**src/rtl/pipe_pkg.sv**
```systemverilog
// Purpose : shared types and encodings for the hazard/forwarding unit.
// Latency : n/a (package only).
// Backpressure: n/a.
package pipe_pkg;

    // Register-address width of the datapath.
    localparam int REG_AW = 5;

    // ALU operand select encodings (2'b11 is never produced).
    localparam logic [1:0] FWD_REGFILE = 2'b00;
    localparam logic [1:0] FWD_WB      = 2'b01;
    localparam logic [1:0] FWD_MEM     = 2'b10;

    localparam logic [REG_AW-1:0] ZERO_REG = 5'd0;

    // Hazard-relevant fields carried alongside each pipeline stage.
    typedef struct packed {
        logic              RegWrite;
        logic              MemRead;
        logic [REG_AW-1:0] WriteReg;
        logic [REG_AW-1:0] rs;
        logic [REG_AW-1:0] rt;
    } hz_fields_t;

endpackage

```
**src/rtl/hazard_forward_unit_if.sv**
```systemverilog
// Purpose : decode-side inputs and pipeline-control / forward-select outputs of the hazard unit.
// Latency : n/a (signal bundle).
// Backpressure: none; stall is expressed through PCWrite / IF_ID_Write.
// Ports   : master = decode/datapath side, slave = hazard_forward_unit.
interface hazard_forward_unit_if #(
    parameter int CNT_W = 16
);
    import pipe_pkg::*;

    logic [REG_AW-1:0] ID_rs;
    logic [REG_AW-1:0] ID_rt;
    logic              ID_UseRs;
    logic              ID_UseRt;
    logic              ID_RegWrite;
    logic              ID_MemRead;
    logic [REG_AW-1:0] ID_WriteReg;
    logic              EX_BranchTaken;

    logic [1:0]        ForwardA;
    logic [1:0]        ForwardB;
    logic              PCWrite;
    logic              IF_ID_Write;
    logic              IF_ID_Flush;
    logic              ID_EX_Bubble;
    logic [CNT_W-1:0]  StallCount;

    modport master (
        output ID_rs, ID_rt, ID_UseRs, ID_UseRt, ID_RegWrite, ID_MemRead,
               ID_WriteReg, EX_BranchTaken,
        input  ForwardA, ForwardB, PCWrite, IF_ID_Write, IF_ID_Flush,
               ID_EX_Bubble, StallCount
    );

    modport slave (
        input  ID_rs, ID_rt, ID_UseRs, ID_UseRt, ID_RegWrite, ID_MemRead,
               ID_WriteReg, EX_BranchTaken,
        output ForwardA, ForwardB, PCWrite, IF_ID_Write, IF_ID_Flush,
               ID_EX_Bubble, StallCount
    );

endinterface

```
**src/rtl/fwd_select.sv**
```systemverilog
// Purpose : picks the operand source for one EX-stage ALU input (MEM beats WB, $0 never forwarded).
// Latency : combinational.
// Backpressure: none.
// Ports   : src = EX source register; mem_*/wb_* = producer fields of S_MEM/S_WB; fwd = select code.
module fwd_select
    import pipe_pkg::*;
(
    input  logic [REG_AW-1:0] src,
    input  logic              mem_reg_write,
    input  logic [REG_AW-1:0] mem_write_reg,
    input  logic              wb_reg_write,
    input  logic [REG_AW-1:0] wb_write_reg,
    output logic [1:0]        fwd
);

    logic mem_hit;
    logic wb_hit;

    assign mem_hit = mem_reg_write && (mem_write_reg != ZERO_REG) && (mem_write_reg == src);
    assign wb_hit  = wb_reg_write  && (wb_write_reg  != ZERO_REG) && (wb_write_reg  == src);

    always_comb begin
        fwd = FWD_REGFILE;
        if (mem_hit) begin
            fwd = FWD_MEM;
        end else if (wb_hit) begin
            fwd = FWD_WB;
        end
    end

endmodule

```
**src/rtl/hazard_forward_unit.sv**
```systemverilog
// Purpose : forward selects, load-use stall and branch flush from shadow EX/MEM/WB hazard fields.
// Latency : all controls combinational; shadows advance every CLK edge in lockstep with the datapath.
// Backpressure: a load-use hazard holds PC and IF/ID for one cycle and bubbles ID/EX.
// Ports   : CLK, Reset (sync, active-high), bus (slave modport: ID fields in, controls out).
module hazard_forward_unit
    import pipe_pkg::*;
#(
    parameter int CNT_W = 16
) (
    input  logic                  CLK,
    input  logic                  Reset,
    hazard_forward_unit_if.slave  bus
);

    localparam logic [CNT_W-1:0] CNT_MAX = '1;

    hz_fields_t       s_ex_q,  s_ex_d;
    hz_fields_t       s_mem_q, s_mem_d;
    hz_fields_t       s_wb_q,  s_wb_d;
    logic [CNT_W-1:0] stall_cnt_q, stall_cnt_d;

    logic load_use;
    logic branch;
    logic stall;
    logic bubble;

    // Load in EX whose destination is read by the instruction in ID.
    assign load_use = s_ex_q.MemRead && (s_ex_q.WriteReg != ZERO_REG) &&
                      ((bus.ID_UseRs && (bus.ID_rs == s_ex_q.WriteReg)) ||
                       (bus.ID_UseRt && (bus.ID_rt == s_ex_q.WriteReg)));

    assign branch = bus.EX_BranchTaken;
    // A taken branch squashes the stalled instruction, so it overrides the stall.
    assign stall  = load_use && !branch;
    assign bubble = load_use || branch;

    always_comb begin
        bus.PCWrite      = !stall;
        bus.IF_ID_Write  = !stall;
        bus.IF_ID_Flush  = branch;
        bus.ID_EX_Bubble = bubble;
        bus.StallCount   = stall_cnt_q;
    end

    always_comb begin
        s_ex_d = '0;
        if (!bubble) begin
            s_ex_d.RegWrite = bus.ID_RegWrite;
            s_ex_d.MemRead  = bus.ID_MemRead;
            s_ex_d.WriteReg = bus.ID_WriteReg;
            s_ex_d.rs       = bus.ID_rs;
            s_ex_d.rt       = bus.ID_rt;
        end
        s_mem_d = s_ex_q;
        s_wb_d  = s_mem_q;

        stall_cnt_d = stall_cnt_q;
        if (stall && (stall_cnt_q != CNT_MAX)) begin
            stall_cnt_d = stall_cnt_q + 1'b1;
        end
    end

    always_ff @(posedge CLK) begin
        if (Reset) begin
            s_ex_q      <= '0;
            s_mem_q     <= '0;
            s_wb_q      <= '0;
            stall_cnt_q <= '0;
        end else begin
            s_ex_q      <= s_ex_d;
            s_mem_q     <= s_mem_d;
            s_wb_q      <= s_wb_d;
            stall_cnt_q <= stall_cnt_d;
        end
    end

    fwd_select u_fwd_a (
        .src           (s_ex_q.rs),
        .mem_reg_write (s_mem_q.RegWrite),
        .mem_write_reg (s_mem_q.WriteReg),
        .wb_reg_write  (s_wb_q.RegWrite),
        .wb_write_reg  (s_wb_q.WriteReg),
        .fwd           (bus.ForwardA)
    );

    fwd_select u_fwd_b (
        .src           (s_ex_q.rt),
        .mem_reg_write (s_mem_q.RegWrite),
        .mem_write_reg (s_mem_q.WriteReg),
        .wb_reg_write  (s_wb_q.RegWrite),
        .wb_write_reg  (s_wb_q.WriteReg),
        .fwd           (bus.ForwardB)
    );

    // WB-stage load flag and source registers are kept for pipeline fidelity but not consumed.
    logic unused_wb_fields;
    assign unused_wb_fields = ^{s_wb_q.MemRead, s_wb_q.rs, s_wb_q.rt};

endmodule

```
**src/flat_wrapper.sv**
```systemverilog
// flat-port wrapper written by rule: the top's interface ports become plain ports
module hazard_forward_unit_flat import pipe_pkg::*;
#(
    parameter int CNT_W = 16
)
  (CLK, Reset, bus_ID_rs, bus_ID_rt, bus_ID_UseRs, bus_ID_UseRt, bus_ID_RegWrite, bus_ID_MemRead, bus_ID_WriteReg, bus_EX_BranchTaken, bus_ForwardA, bus_ForwardB, bus_PCWrite, bus_IF_ID_Write, bus_IF_ID_Flush, bus_ID_EX_Bubble, bus_StallCount);
  hazard_forward_unit_if #(.CNT_W(CNT_W)) bus_i ();
  input  logic CLK;
  input  logic Reset;
  input wire logic [$bits(bus_i.ID_rs)-1:0] bus_ID_rs;
  input wire logic [$bits(bus_i.ID_rt)-1:0] bus_ID_rt;
  input wire logic [$bits(bus_i.ID_UseRs)-1:0] bus_ID_UseRs;
  input wire logic [$bits(bus_i.ID_UseRt)-1:0] bus_ID_UseRt;
  input wire logic [$bits(bus_i.ID_RegWrite)-1:0] bus_ID_RegWrite;
  input wire logic [$bits(bus_i.ID_MemRead)-1:0] bus_ID_MemRead;
  input wire logic [$bits(bus_i.ID_WriteReg)-1:0] bus_ID_WriteReg;
  input wire logic [$bits(bus_i.EX_BranchTaken)-1:0] bus_EX_BranchTaken;
  output wire logic [$bits(bus_i.ForwardA)-1:0] bus_ForwardA;
  output wire logic [$bits(bus_i.ForwardB)-1:0] bus_ForwardB;
  output wire logic [$bits(bus_i.PCWrite)-1:0] bus_PCWrite;
  output wire logic [$bits(bus_i.IF_ID_Write)-1:0] bus_IF_ID_Write;
  output wire logic [$bits(bus_i.IF_ID_Flush)-1:0] bus_IF_ID_Flush;
  output wire logic [$bits(bus_i.ID_EX_Bubble)-1:0] bus_ID_EX_Bubble;
  output wire logic [$bits(bus_i.StallCount)-1:0] bus_StallCount;
  assign bus_i.ID_rs = bus_ID_rs;
  assign bus_i.ID_rt = bus_ID_rt;
  assign bus_i.ID_UseRs = bus_ID_UseRs;
  assign bus_i.ID_UseRt = bus_ID_UseRt;
  assign bus_i.ID_RegWrite = bus_ID_RegWrite;
  assign bus_i.ID_MemRead = bus_ID_MemRead;
  assign bus_i.ID_WriteReg = bus_ID_WriteReg;
  assign bus_i.EX_BranchTaken = bus_EX_BranchTaken;
  assign bus_ForwardA = bus_i.ForwardA;
  assign bus_ForwardB = bus_i.ForwardB;
  assign bus_PCWrite = bus_i.PCWrite;
  assign bus_IF_ID_Write = bus_i.IF_ID_Write;
  assign bus_IF_ID_Flush = bus_i.IF_ID_Flush;
  assign bus_ID_EX_Bubble = bus_i.ID_EX_Bubble;
  assign bus_StallCount = bus_i.StallCount;
  hazard_forward_unit #(.CNT_W(CNT_W)) u_core (.CLK(CLK), .Reset(Reset), .bus(bus_i));
endmodule
```
**config.mk**
```make
export PLATFORM = sky130hd
export DESIGN_NAME = hazard_forward_unit_flat
export DESIGN_NICKNAME = d
export VERILOG_FILES = /design/src/rtl/pipe_pkg.sv /design/src/rtl/hazard_forward_unit_if.sv /design/src/rtl/fwd_select.sv /design/src/rtl/hazard_forward_unit.sv /design/src/flat_wrapper.sv
export SDC_FILE = /design/constraint.sdc
export NUM_CORES = 1
export LEC_CHECK = 0
export CAP_MARGIN = 10
export CORE_MARGIN = 4
export CORE_UTILIZATION = 54
export DETAILED_ROUTE_END_ITERATION = 8
export HOLD_SLACK_MARGIN = 0.08
export PLACE_DENSITY = 0.84
export SYNTH_ARGS = -nofsm -noshare
export SYNTH_HDL_FRONTEND = slang
export SYNTH_SLANG_ARGS = --single-unit
export TNS_END_PERCENT = 20
```
**constraint.sdc**
```tcl
create_clock -name CLK -period 5.88 [get_ports CLK]
set_clock_uncertainty 0.15 [all_clocks]
set_input_delay 0.588 -clock CLK [delete_from_list [all_inputs] [get_ports CLK]]
set_output_delay 0.588 -clock CLK [all_outputs]
set_load 0.01 [all_outputs]
```
* Word level (Yosys, flattened, before mapping)
Index checks and enable logic that the tools add are counted.
W data, S select, Z words.
** Operators by class
- Multiplexer cells :: 4
- $add $sub $neg :: 1
- Reductions and logical operators :: 20
- Eq/ne operators :: 7
** Operators with widths (count)
- $eq A5 B5 Y1 :: 6
- $add A16 B1 Y16 const B :: 1
- $ne A16 B16 Y1 const B :: 1
- $reduce_bool A5 Y1 :: 3
- $logic_and A1 B1 Y1 :: 12
- $mux W2 :: 2
- $logic_not A1 Y1 :: 2
- $logic_or A1 B1 Y1 :: 2
- $mux W1 :: 2
- $reduce_or A2 Y1 :: 1
** Storage, ports and cells
- Word-level logic and storage cells :: 42
- Output and inout port bits :: 24
- Flip-flop bits (word level) :: 45
- Input bits :: 22

* Logic depth before layout (Yosys ltp)
Gate-level depths: netlist of run 1.
- Depth after elaboration :: 6
- Gate-level depth with buffers :: 8
- Gate-level depth less buffers :: 6

* Cells and area by module
From an unflattened synthesis of run 1, not the netlist that was laid out.
** Unflattened totals
- Cell total of the unflattened synthesis :: 240
- Area total of the unflattened synthesis :: 2208.4 µm²
** By module, submodules not included
- hazard_forward_unit :: seq. area each 900.9 µm², instances 1, cells an instance 198, area an instance 1890.6 µm²
- fwd_select :: seq. area each 0.0 µm², instances 2, cells an instance 21, area an instance 158.9 µm²

* Worst setup path after synthesis of run 1
No wires, ideal clock.
- Kind :: input to output
- From :: in bus_ID_rs[3]
- To :: out bus_PCWrite
- Stages :: 6
- Slack :: 3200 ps
- Path buffers :: 2
- Arrival time :: 1942 ps
- Required time :: 5142 ps
- Cells stage by stage :: xor2_1 nor4_1 a32oi_1 clkbuf_1 or3_1 buf_4
** On the way
- Word-level cells in the longest chain between the ends :: 6
** RTL lines
- start, declared :: RTL line flat_wrapper.sv:10 : input wire logic [$bits(bus_i.ID_rs)-1:0] bus_ID_rs;
- $eq A5 B5 Y1 :: RTL line hazard_forward_unit.sv:29 : ((bus.ID_UseRs && (bus.ID_rs == s_ex_q.WriteReg)) ||
- $logic_and A1 B1 Y1 :: RTL line hazard_forward_unit.sv:29
- $logic_or A1 B1 Y1 :: RTL line hazard_forward_unit.sv:29
- $logic_and A1 B1 Y1 :: RTL line hazard_forward_unit.sv:28 : assign load_use = s_ex_q.MemRead && (s_ex_q.WriteReg != ZERO_REG) &&
- $logic_and A1 B1 Y1 :: RTL line hazard_forward_unit.sv:34 : assign stall = load_use && !branch;
- $logic_not A1 Y1
- end, declared :: RTL line flat_wrapper.sv:20 : output wire logic [$bits(bus_i.PCWrite)-1:0] bus_PCWrite;
No other way between the ends.

* Worst setup path after layout of run 1
- From :: in bus_ID_rt[4]
- To :: out bus_IF_ID_Write
** On the way
- Word-level cells in the longest chain between the ends :: 6
** RTL lines
- start, declared :: RTL line flat_wrapper.sv:11 : input wire logic [$bits(bus_i.ID_rt)-1:0] bus_ID_rt;
- $eq A5 B5 Y1 :: RTL line hazard_forward_unit.sv:30 : (bus.ID_UseRt && (bus.ID_rt == s_ex_q.WriteReg)));
- $logic_and A1 B1 Y1 :: RTL line hazard_forward_unit.sv:30
- $logic_or A1 B1 Y1 :: RTL line hazard_forward_unit.sv:29
- $logic_and A1 B1 Y1 :: RTL line hazard_forward_unit.sv:28
- $logic_and A1 B1 Y1 :: RTL line hazard_forward_unit.sv:34
- $logic_not A1 Y1 :: RTL line hazard_forward_unit.sv:39 : bus.IF_ID_Write = !stall;
- end, declared :: RTL line flat_wrapper.sv:21 : output wire logic [$bits(bus_i.IF_ID_Write)-1:0] bus_IF_ID_Write;
No other way between the ends.

==> impl_metrics.tcl, run 1 <==
set metrics [dict create \
    cts_made_buffers 5 \
    synth_area_um2 2120 \
    crit_path_max_fanout 31 \
    setup_viol 0 \
    fill_cells 286 \
    cp_data_arrival_time_ns 2.78 \
    grt_pass1_vias 1683 \
    vdd_drop_max_v 0.000172 \
    cp_common_cell "clkdlybuf4s50_1" \
    max-slew-margin-rel 0.690 \
    slowest_stage "clkdlybuf4s50_1" \
    synth_cells 227 \
    synth_edf_count 0 \
    cp-start-kind "input pin" \
    grt_overflow 0 \
    crit_chain "clkdlybuf4s50_1 -> xor2_1 -> nor4_1 -> a32oi_1 -> buf_4 -> or3_1 -> clkdlybuf4s50_1" \
    die_h_um 70.6 \
    avgSynthCellArea_um2 9.33 \
    grt_pass1_wl_um 7850 \
    num_vias 1806 \
    rows 22 \
    async_reset_ff_frac 0 \
    multi_input_area_um2 1130 \
    start_util 0.570 \
    gp_congestion 0.802 \
    maxCapViolations 0 \
    wirelength_met1_um 2010 \
    hold_viol_final 0 \
    io_pins 46 \
    clock-sinks 45 \
    outcome "complete, no violations" \
    p_per_area_nw_per_um2 226 \
    cts_resized 0 \
    postRouteAntennaNets 0 \
    fin_setup_tns_ns 0 \
    dieArea_um2 4990 \
    critPathKind "in -> out" \
    fmax_mhz 284 \
    rsz0062_at_grt "no" \
    period_needed_ns 3.52 \
    drcViolationCount 0 \
    cts_setup_buffers 0 \
    grtUsageTotal 0.197 \
    top_layer "met4" \
    slowest_delay_ns 0.50 \
    maxSlewViolCount 0 \
    finalCritPeriodShare 0.599 \
    core_um2 3720 \
    ys_types 40 \
    syn2layout_area_growth_pct 26.7 \
    ys_ff_latch 45 \
    wirelength_um 4720 \
    yosysWarnings 0 \
    first_pass_iters 4 \
    place_area_um2 2560 \
    wl_met3_um 302 \
    root_buffer "clkbuf_8" \
    total_power_mw 0.606 \
    via_per_inst 5.70 \
    syn_nets 250 \
    clkLatencyLatePin_ns 0.29 \
    layout.cells.non_filler 317 \
    synth.area.top_cells "dfxtp_1 43%, xor2_1 9.1%, and2_1 5.3%" \
    drive_gt1_frac 0.0446 \
    hold_class "reg -> reg" \
    wire_per_inst_um 14.9 \
    dp_hpwl_um 3310 \
    yosysTopAreaCellShare 0.426 \
    antenna_cells 0 \
    ys_seq_area_frac 0.426 \
    p_leak_nw 1.03 \
    required_ns 5.14 \
    finalInstanceArea_um2 2680 \
    grt_max_degree 33 \
    drtIter0Drc 141 \
    synth_ff_type "dfxtp_1" \
    die_w_um 70.6 \
    final_nets 291 \
    tightest_slew_ns 0.465 \
    ctsLongestPathBuffers 2 \
    holdBufCountCts 0 \
    h-tree-depth 2 \
    path_clk_slew_ns 0.08 \
    port_buffers 45 \
    dp.cells 309 \
    register_area_um2 901 \
    tritoncts "done" \
    grt_antenna_before_repair 0 \
    wl_met2_um 2300 \
    worstSetupEndpointType "primary output" \
    synth_top_area_cell "dfxtp_1" \
]
-- state kept, by name, indices dropped and copies added, names as in the netlist --
register and flops:
u_core.s_wb_q 6, u_core.bus.StallCount 16, u_core.s_ex_q 17, u_core.s_mem_q 6
-- cell type report --
type	instances	area share
sequential	45	0.336
inverter	2	0.00280
timing repair buffer	47	0.174
multi-input combinational	167	0.420
clock inverter	2	0.0140
clock buffer	6	0.0308
tap	48	0.0224
-- cells in the mapped netlist (all sizes together), types with 6 or more instances --
library cell	count
xnor2	8
nand4	8
xor2	22
a21oi	10
buf	8
or4	12
nand3	6
nand2	8
o31ai	6
nor4	8
o21ai	8
nor2b	16
dfxtp	45
nor2	7
and2	19
-- path summary, 6_finish.rpt --
path                       startpoint                        to  slack [ns]  cells past startpoint
max                      bus_ID_rt[4]           bus_IF_ID_Write        2.36                      7
min                 u_core.s_ex_q[16]        u_core.s_mem_q[16]        0.29                      1
max reg2reg  u_core.bus.StallCount[2]  u_core.bus.StallCount[0]        3.63                      5
min reg2reg         u_core.s_ex_q[16]        u_core.s_mem_q[16]        0.29                      1
-- routing by layer --
layer	global-route usage	up-vias
li1	-	887
met1	0.242	834
met2	0.325	75
met3	0.0568	10
met4	0.0772	0
met5	0	-
-- layout by cell type (no fill, tap or decap), types with 2 or more instances in the layout --
cell,Yosys,layout
o31ai_1,6,6
inv_1,2,2
mux2_1,3,3
nand4_1,7,7
nand2_1,7,7
xor2_1,22,22
clkbuf_8,0,6
nor3_1,2,2
xnor2_1,8,8
o21bai_1,2,2
dfxtp_1,45,45
nor2_1,7,7
a21oi_1,10,10
clkdlybuf4s50_1,0,45
and3_1,4,4
nor2b_1,16,16
o21a_1,2,2
o21ai_1,7,7
nand3_1,6,6
or3_1,5,5
buf_4,4,2
and2_1,18,18
nor4_1,8,8
or4_1,12,12
-- metrics by stage --
stage | hold slack [ns] | setup WS, ns | utilization
floorplan | 0.264 | 3.20 | -
global placement | 0.276 | 2.44 | 0.689
detailed placement | 0.284 | 2.37 | 0.689
CTS | 0.295 | 2.34 | 0.722
finish | 0.292 | 2.36 | 0.722
global route | 0.307 | 2.24 | 0.722
-- power breakdown --
group	total, mW	switching [mW]	internal (mW)
clock	0.240	0.102	0.138
sequential	0.318	0.00690	0.311
combinational	0.0479	0.0204	0.0275
-- worst max-delay path: cells and delay by family --
| family | cells | cell delay [ns] |
|---|---|---|
| compound gates | 1 | 0.10 |
| xor+xnor | 1 | 0.16 |
| buf+inv | 3 | 1.19 |
| simple gates | 2 | 0.74 |
-- cell families after synthesis --
family / share of synthesized area
AOI/OAI and AO/OA: 0.0993
xor gates and xnor gates: 0.124
adders and majority gates: 0.00591
buffers and inverters: 0.0420
DFF: 0.426
muxes: 0.0160
and+or+nand+nor: 0.287
Power figures use the tool's default switching activity.
==> run 2, diff against run 1 <==
- CORE_UTILIZATION: 54 -> 50
- PLACE_DENSITY: 0.84 -> 0.79
- clock period: 5.88 -> 3.6 ns (I/O delays scaled with it)
==> impl_metrics.tcl, run 2 (same netlist as run 1, synthesis figures left out) <==
set metrics [dict create \
    outcome "complete, no violations" \
    first_pass_iters 4 \
    period_needed_ns 2.88 \
    final_nets 291 \
    wire_per_inst_um 13.8 \
    die_h_um 73.1 \
    cts_made_buffers 5 \
    p_per_area_nw_per_um2 343 \
    tightest_slew_ns 0.488 \
    root_buffer "clkbuf_8" \
    maxCapViolations 0 \
    required_ns 3.09 \
    max-slew-margin-rel 0.673 \
    drive_gt1_frac 0.0446 \
    drcViolationCount 0 \
    clock-sinks 45 \
    top_layer "met4" \
    crit_family "buffers and inverters" \
    grt_antenna_before_repair 0 \
    fmax_mhz 347 \
    vdd_drop_max_v 0.000239 \
    postRouteAntennaNets 0 \
    hold_class "reg -> reg" \
    finalCritPeriodShare 0.801 \
    wl_met3_um 244 \
    cts_resized 0 \
    die_w_um 73.1 \
    fin_setup_tns_ns 0 \
    ctsLongestPathBuffers 2 \
    wirelength_met1_um 2090 \
    layout.cells.non_filler 319 \
    holdWs_ns 0.298 \
    top_register "u_core.s_ex_q" \
    io_pins 46 \
    p_leak_nw 1.02 \
    final_cell_mix "45 x clkdlybuf4s50_1, 45 x dfxtp_1, 22 x xor2_1, 18 x and2_1, 16 x nor2b_1" \
    cp_data_arrival_time_ns 2.37 \
    rsz0062_at_grt "no" \
    slowest_stage "clkdlybuf4s50_1" \
    cp-start-kind "input pin" \
    cp_common_cell "clkdlybuf4s50_1" \
    critPathBufInv 2 \
    path_clk_slew_ns 0.09 \
    rows 23 \
    slowest_delay_ns 0.50 \
    setup_viol 0 \
    dp.cells 311 \
    critPathKind "in -> out" \
    grt_pass1_vias 1626 \
    tritoncts "done" \
    start_util 0.522 \
    dp_hpwl_um 3300 \
    maxSlewViolCount 0 \
    fill_cells 347 \
    gp_congestion 0.835 \
    crit_chain "clkdlybuf4s50_1 -> xor2_1 -> nor4_1 -> a32oi_1 -> or3_1 -> clkdlybuf4s50_1" \
    grt_overflow 0 \
    holdBufCountCts 0 \
    grt_pass1_wl_um 7390 \
    dieArea_um2 5340 \
    largest_reg_flops 17 \
    hold_viol_final 0 \
    core_um2 4060 \
    via_per_inst 5.42 \
    wl_met2_um 2030 \
    worstSetupEndpointType "primary output" \
    cts_setup_buffers 0 \
    drtIter0Drc 135 \
    syn2layout_area_growth_pct 25.4 \
    port_buffers 45 \
    crit_path_max_fanout 3 \
    antenna_cells 0 \
    h-tree-depth 2 \
    grt_max_degree 30 \
    clkLatencyLatePin_ns 0.30 \
    grtUsageTotal 0.176 \
    num_vias 1728 \
    wirelength_um 4420 \
]
## run 2: cell count changes in the layout (fill, tap and decap cells not counted)
cell,before,now
inv_6,0,1
bufinv_16,1,0
clkinv_2,0,1
clkbuf_8,6,5
## run 2: power by group
part	switching (mW)	internal (mW)	leakage (nW)
clock	0.176	0.138	0.0445
combinational	0.0326	0.0448	0.610
sequential	0.0107	0.508	0.366
total	0.219	0.691	1.02
## run 2: metal layers
| layer | vias up | GRT usage |
|---|---|---|
| met5 | - | 0 |
| met4 | 0 | 0.0594 |
| met3 | 6 | 0.0468 |
| met2 | 44 | 0.270 |
| met1 | 792 | 0.238 |
| li1 | 886 | - |
## run 2: metrics by stage
stage / utilization / cell area [µm²] / power (mW) / setup WS (ns)
2_1_floorplan: - / 2120 / 0.571 / 1.38
3_3_place_gp: 0.632 / 2560 / 0.607 / 0.717
3_5_place_dp: 0.632 / 2560 / 0.608 / 0.695
4_1_cts: 0.654 / 2650 / 0.919 / 0.679
5_1_grt: 0.654 / 2650 / 0.949 / 0.556
6_report: 0.654 / 2650 / 0.910 / 0.716
## run 2: worst paths after layout
kind                                         from                   endpoint  slack, ns  cells past startpoint
worst max register to register  u_core.s_ex_q[13]  u_core.bus.StallCount[11]       1.32                      6
worst min register to register  u_core.s_ex_q[16]         u_core.s_mem_q[16]       0.30                      1
worst max-delay path                 bus_ID_rs[3]            bus_IF_ID_Write       0.72                      6
worst min-delay path            u_core.s_ex_q[16]         u_core.s_mem_q[16]       0.30                      1
## run 2: final cells by class
cell class,instances,area [µm²],area share
Multi-Input combinational cell,167,1130,0.425
Sequential cell,45,901,0.339
Timing Repair Buffer,47,465,0.175
Clock buffer,5,68.8,0.0259
Tap cell,50,62.6,0.0236
Clock inverter,3,21.3,0.00802
Inverter,2,7.51,0.00283
